**src/rtl/hdmi_cfg_seq.sv**
```systemverilog
// HDMI receiver bring-up: pulses rx_resetn, then writes a config table over I2C.
// Define HDMI_CFG_RETRY_EN to re-issue NACKed writes up to MAX_RETRY times.
module hdmi_cfg_seq #(
   parameter int RST_CYCLES  = 1000,
   parameter int WAIT_CYCLES = 2000,
   parameter int MAX_RETRY   = 3
) (
   input  logic        clk,
   input  logic        reset_n,
   input  logic        start,
   input  logic        hpd,
   output logic        rx_resetn,
   output logic [7:0]  tbl_addr,
   input  logic [23:0] tbl_data,
   output logic        i2c_req,
   output logic [6:0]  i2c_dev,
   output logic [7:0]  i2c_reg,
   output logic [7:0]  i2c_wdata,
   input  logic        i2c_ack,
   input  logic        i2c_done,
   input  logic        i2c_nack,
   output logic        busy,
   output logic        cfg_done,
   output logic        cfg_err,
   output logic [7:0]  err_index
);

   typedef enum logic [3:0] {
      IDLE, RST_ASSERT, RST_WAIT, FETCH, DECODE,
      ISSUE, WAIT_DONE, DELAY, DONE, ERROR
   } state_t;

   state_t      r_state;
   logic [31:0] r_cnt;
   logic [7:0]  r_idx;
   logic        r_rstn;
   logic        r_req;
   logic [6:0]  r_dev;
   logic [7:0]  r_reg;
   logic [7:0]  r_wdata;
   logic        r_busy;
   logic        r_done;
   logic        r_err;
   logic [7:0]  r_err_idx;
   logic        r_hpd_s1;
   logic        r_hpd_s2;
   logic        r_hpd_d;
`ifdef HDMI_CFG_RETRY_EN
   logic [7:0]  r_retry;
`endif

   logic [7:0]  w_dev;
   logic [7:0]  w_reg;
   logic [7:0]  w_val;
   logic        w_hpd_rise;
   logic        w_last;

   assign {w_dev, w_reg, w_val} = tbl_data;
   assign w_hpd_rise = r_hpd_s2 & ~r_hpd_d;
   assign w_last     = (r_idx == 8'hFF);

   always_ff @(posedge clk or negedge reset_n) begin
      if (!reset_n) begin
         r_hpd_s1 <= 1'b0;
         r_hpd_s2 <= 1'b0;
         r_hpd_d  <= 1'b0;
      end else begin
         r_hpd_s1 <= hpd;
         r_hpd_s2 <= r_hpd_s1;
         r_hpd_d  <= r_hpd_s2;
      end
   end

   always_ff @(posedge clk or negedge reset_n) begin
      if (!reset_n) begin
         r_state   <= IDLE;
         r_cnt     <= '0;
         r_idx     <= '0;
         r_rstn    <= 1'b0;
         r_req     <= 1'b0;
         r_dev     <= '0;
         r_reg     <= '0;
         r_wdata   <= '0;
         r_busy    <= 1'b0;
         r_done    <= 1'b0;
         r_err     <= 1'b0;
         r_err_idx <= '0;
`ifdef HDMI_CFG_RETRY_EN
         r_retry   <= '0;
`endif
      end else begin
         unique case (r_state)
            IDLE, DONE, ERROR: begin
               // start wins over a coincident hpd edge
               if (start) begin
                  r_state   <= RST_ASSERT;
                  r_rstn    <= 1'b0;
                  r_cnt     <= 32'(RST_CYCLES - 1);
                  r_busy    <= 1'b1;
                  r_done    <= 1'b0;
                  r_err     <= 1'b0;
                  r_err_idx <= '0;
               end else if (r_state == DONE && w_hpd_rise) begin
                  r_state <= FETCH;
                  r_idx   <= '0;
                  r_busy  <= 1'b1;
                  r_done  <= 1'b0;
               end
            end
            RST_ASSERT: begin
               if (r_cnt == '0) begin
                  r_rstn  <= 1'b1;
                  r_cnt   <= 32'(WAIT_CYCLES - 1);
                  r_state <= RST_WAIT;
               end else begin
                  r_cnt <= r_cnt - 32'd1;
               end
            end
            RST_WAIT: begin
               if (r_cnt == '0) begin
                  r_idx   <= '0;
                  r_state <= FETCH;
               end else begin
                  r_cnt <= r_cnt - 32'd1;
               end
            end
            FETCH: r_state <= DECODE;
            DECODE: begin
               if (w_dev == 8'hFF) begin
                  r_state <= DONE;
                  r_busy  <= 1'b0;
                  r_done  <= 1'b1;
               end else if (w_dev == 8'hFE) begin
                  if (w_val != 8'd0) begin
                     r_cnt   <= {14'd0, w_val, 10'd0} - 32'd1;
                     r_state <= DELAY;
                  end else if (w_last) begin
                     r_state <= DONE;
                     r_busy  <= 1'b0;
                     r_done  <= 1'b1;
                  end else begin
                     r_idx   <= r_idx + 8'd1;
                     r_state <= FETCH;
                  end
               end else begin
                  r_dev   <= w_dev[7:1];
                  r_reg   <= w_reg;
                  r_wdata <= w_val;
                  r_req   <= 1'b1;
                  r_state <= ISSUE;
`ifdef HDMI_CFG_RETRY_EN
                  r_retry <= '0;
`endif
               end
            end
            ISSUE: begin
               if (i2c_ack) begin
                  r_req   <= 1'b0;
                  r_state <= WAIT_DONE;
               end
            end
            WAIT_DONE: begin
               if (i2c_done && !i2c_nack) begin
                  if (w_last) begin
                     r_state <= DONE;
                     r_busy  <= 1'b0;
                     r_done  <= 1'b1;
                  end else begin
                     r_idx   <= r_idx + 8'd1;
                     r_state <= FETCH;
                  end
               end else if (i2c_done) begin
`ifdef HDMI_CFG_RETRY_EN
                  if (r_retry < 8'(MAX_RETRY)) begin
                     r_retry <= r_retry + 8'd1;
                     r_req   <= 1'b1;
                     r_state <= ISSUE;
                  end else begin
                     r_err_idx <= r_idx;
                     r_state   <= ERROR;
                     r_busy    <= 1'b0;
                     r_err     <= 1'b1;
                  end
`else
                  r_err_idx <= r_idx;
                  r_state   <= ERROR;
                  r_busy    <= 1'b0;
                  r_err     <= 1'b1;
`endif
               end
            end
            DELAY: begin
               if (r_cnt != '0) begin
                  r_cnt <= r_cnt - 32'd1;
               end else if (w_last) begin
                  r_state <= DONE;
                  r_busy  <= 1'b0;
                  r_done  <= 1'b1;
               end else begin
                  r_idx   <= r_idx + 8'd1;
                  r_state <= FETCH;
               end
            end
            default: r_state <= IDLE;
         endcase
      end
   end

   assign rx_resetn = r_rstn;
   assign tbl_addr  = r_idx;
   assign i2c_req   = r_req;
   assign i2c_dev   = r_dev;
   assign i2c_reg   = r_reg;
   assign i2c_wdata = r_wdata;
   assign busy      = r_busy;
   assign cfg_done  = r_done;
   assign cfg_err   = r_err;
   assign err_index = r_err_idx;

endmodule

```
**config.mk**
```make
export PLATFORM = sky130hd
export DESIGN_NAME = hdmi_cfg_seq
export DESIGN_NICKNAME = d
export VERILOG_FILES = /design/src/rtl/hdmi_cfg_seq.sv
export SDC_FILE = /design/constraint.sdc
export NUM_CORES = 1
export LEC_CHECK = 0
export ABC_AREA = 1
export CORE_AREA = 4 4 113 115
export DETAILED_ROUTE_END_ITERATION = 6
export DIE_AREA = 0 0 117 119
export MAX_ROUTING_LAYER = met4
export PLACE_DENSITY_LB_ADDON = 0.08
export REMOVE_ABC_BUFFERS = 1
export SETUP_SLACK_MARGIN = 0.5
export SLEW_MARGIN = 15
export SYNTH_ARGS = -nofsm -noshare
export SYNTH_HDL_FRONTEND = slang
export SYNTH_SLANG_ARGS = --single-unit
```
**constraint.sdc**
```tcl
create_clock -name clk -period 3.24 [get_ports clk]
set_clock_uncertainty 0.05 [all_clocks]
set_input_delay 0.324 -clock clk [delete_from_list [all_inputs] [get_ports clk]]
set_output_delay 0.324 -clock clk [all_outputs]
set_load 0.02 [all_outputs]
```
==> out/qor.yml <==
status: "finished with violations"
violations: "DRC, hold timing"
hpwl_um: 10100
die_h_um: 119
synth-edff-count: 0
yosys.area_share.adder: 0.0120
ys_top_cells_by_area: "dfrtp_1, nand2_1, nor2_1"
maxSlewViolCount: 0
hold_violations: 23
p_comb_frac: 0.537
post_cts_resized: 0
regMostFlops: "r_cnt"
min_period_ps: 2460
clk_pin_slew_ps: 60
regToRegEndpoint: "r_cnt[29]"
ys_async_sr_fraction: 1.00
placedCellCount: 936
grt_pass1_vias: 4861
p_sw_frac: 0.470
met2_usage: 0.321
ir_worst_vdd_uv: 460
postCtsSetupBuffers: 0
r2r_start: "r_cnt[28]"
antenna_found_initial: 0
h-tree-depth: 3
met3_usage: 0.0401
synth_mux_area_frac: 0.0301
stdcell_count: 952
clock.fmax_mhz: 407
cts_max_path_buffers: 2
ys_seq_elements: 83
syn-cell-area_um2: 5230
worst_pin_slew_ps: 792
grt_use_met1: 0.297
drcViolationCount: 8
critPathMaxStageDelay_ps: 530
gp_congestion: 0.948
dr_total_vias: 4897
final_util: 0.539
wl_per_cell_um: 14.3
grt-busiest-layer: "met2"
clk_latency_ps: 350
yosysUniqueCellTypes: 39
synth_top_cell_area_share: 0.397
ys_seq_area_frac: 0.397
power_density_nw_per_um2: 881
p_leak_nw: 3.20
first_pass_iters: 7
grt_setup_unrepaired: "false"
crit_required_ps: 3420
synth_top_family_by_area: "simple AND/OR/NAND/NOR gates"
area_growth_pct: 21.6
die_area_um2: 13900
synthCells: 730
grt_overflow_total: 0
avgSynthCellArea_um2: 7.17
rr_worst_depth: 10
largest_reg_flops: 32
cts_sinks: 83
switchingPower_w: 0.00263
via_per_inst: 5.14
endpoint_kind: "register"
cp_common_cell: "nor2_1"
sequentialPowerShare: 0.286
grt_use_total: 0.215
die_x_um: 117
crit_path_start_kind: "register"
drt_iter0_drc: 298
synth_compound_area_frac: 0.0969
crit_type: "register to register"
ant_nets: 0
cp_slowest_cell: "nor2_4"
cts_buffers: 9
maxCapViolCount: 0
final_nets: 836
p_clk_frac: 0.176
yosys.area.top_type: "dfrtp_1"
synth-simple-area-share: 0.353
row_count: 40
ctsHoldBuffers: 0
n_antenna_cell: 0
ios: 75
cp_max_fo: 32
tns_ps: 0
synth-xor-area-share: 0.0402
r2r_slack_ps: 780
worst_hold_path_type: "input port to asynchronous set/reset pin"
cts_tree: "built"
setup_viol: 0
drt-total-wl_um: 13600
crit_arrival_ps: 2630
yosys_warnings: 0
synth_flop_cell: "dfrtp_1"
grt_max_degree: 84
critical_path.cell_chain: "nor2_1 > nand3_1 > nor2_1 > nand2_1 > nor2_1 > nor2_1 > nor2_4 > nor2_4 > nand2_1 > nand2_1"
whs_ps: -10.8
drive_gt1_frac: 0.0820
coreArea_um2: 11800
min_period_over_period: 0.759
relSlewSlack: 0.471
initial_core_util: 0.443
grt_pass1_wl_um: 23600
power.internal_w: 0.00297
root_buffer: "clkbuf_16"
numPortBuffers: 74
## final cells by class
class,count,area (um^2)
clock buffer,11,253
clock inverter,5,37.5
fill,1162,5450
inverter,70,263
multi-input combinational,559,2790
sequential,83,2080
tap,147,184
timing repair buffer,77,764
## cells in the mapped netlist, types with 8 or more instances
cell type  instances
nand2_1          243
nor2_1            89
dfrtp_1           83
inv_1             63
nand3_1           47
o21ai_0           47
nand4_1           16
a21oi_1           15
mux2_2            14
xor2_1            13
xnor2_1           11
o22ai_1            8
## kinds of logic after synthesis
logic type | Yosys count
AOI/OAI and AO/OA | 89
xor gates and xnor gates | 24
adders and majority gates | 5
buffers and inverters | 88
DFF | 83
muxes | 14
and+or+nand+nor | 427
## metrics by stage
step	area (um^2)	setup slack [ps]	total power, W
after global placement	6070	827	0.00457
after detailed placement	6070	721	0.00463
final	6360	782	0.00560
after global routing	6360	519	0.00609
after floorplan	5120	1250	0.00360
after CTS	6360	803	0.00565
## power groups by stage
stage	combinational, W	sequential (W)	clock [W]
finish	0.00301	0.00161	0.000988
global route	0.00338	0.00165	0.00106
CTS	0.00303	0.00160	0.00102
detailed placement	0.00302	0.00161	0
global placement	0.00297	0.00160	0
floorplan	0.00183	0.00177	0
## placed cells by master (no fill, tap or decap), types with 6 or more instances in the layout
cell type,n
nand2_1,243
nand4_1,16
o21ai_1,6
mux2_2,14
inv_2,6
nand3_1,47
xor2_1,13
o22ai_1,8
clkdlybuf4s50_1,73
o211ai_1,7
clkbuf_16,9
xnor2_1,11
dfrtp_1,83
nor2_1,89
inv_1,63
a21oi_1,15
o21ai_0,47
## critical path: cells and delay by family, from the launching register on
kind / cells / cell delay, ps
AND/OR/NAND/NOR: 10 / 1840
flip-flops: 1 / 450
## worst max-delay path by stage
stage,startpoint,endpoint,slack [ps],cells after the start
floorplan,r_state[0],r_cnt[10],1250,8
global placement,tbl_data[17],r_cnt[17],830,9
finish,r_cnt[28],r_cnt[29],780,10
global route,r_cnt[19],r_cnt[29],520,10
CTS,r_cnt[20],r_cnt[29],800,10
detailed placement,tbl_data[19],r_cnt[9],720,9
## routing by layer
layer	vias up	wire length, um
li1	2490	-
met1	2272	6560
met2	120	6190
met3	15	677
met4	0	208
met5	-	0
Note: power is estimated with default switching activity, not from simulation.
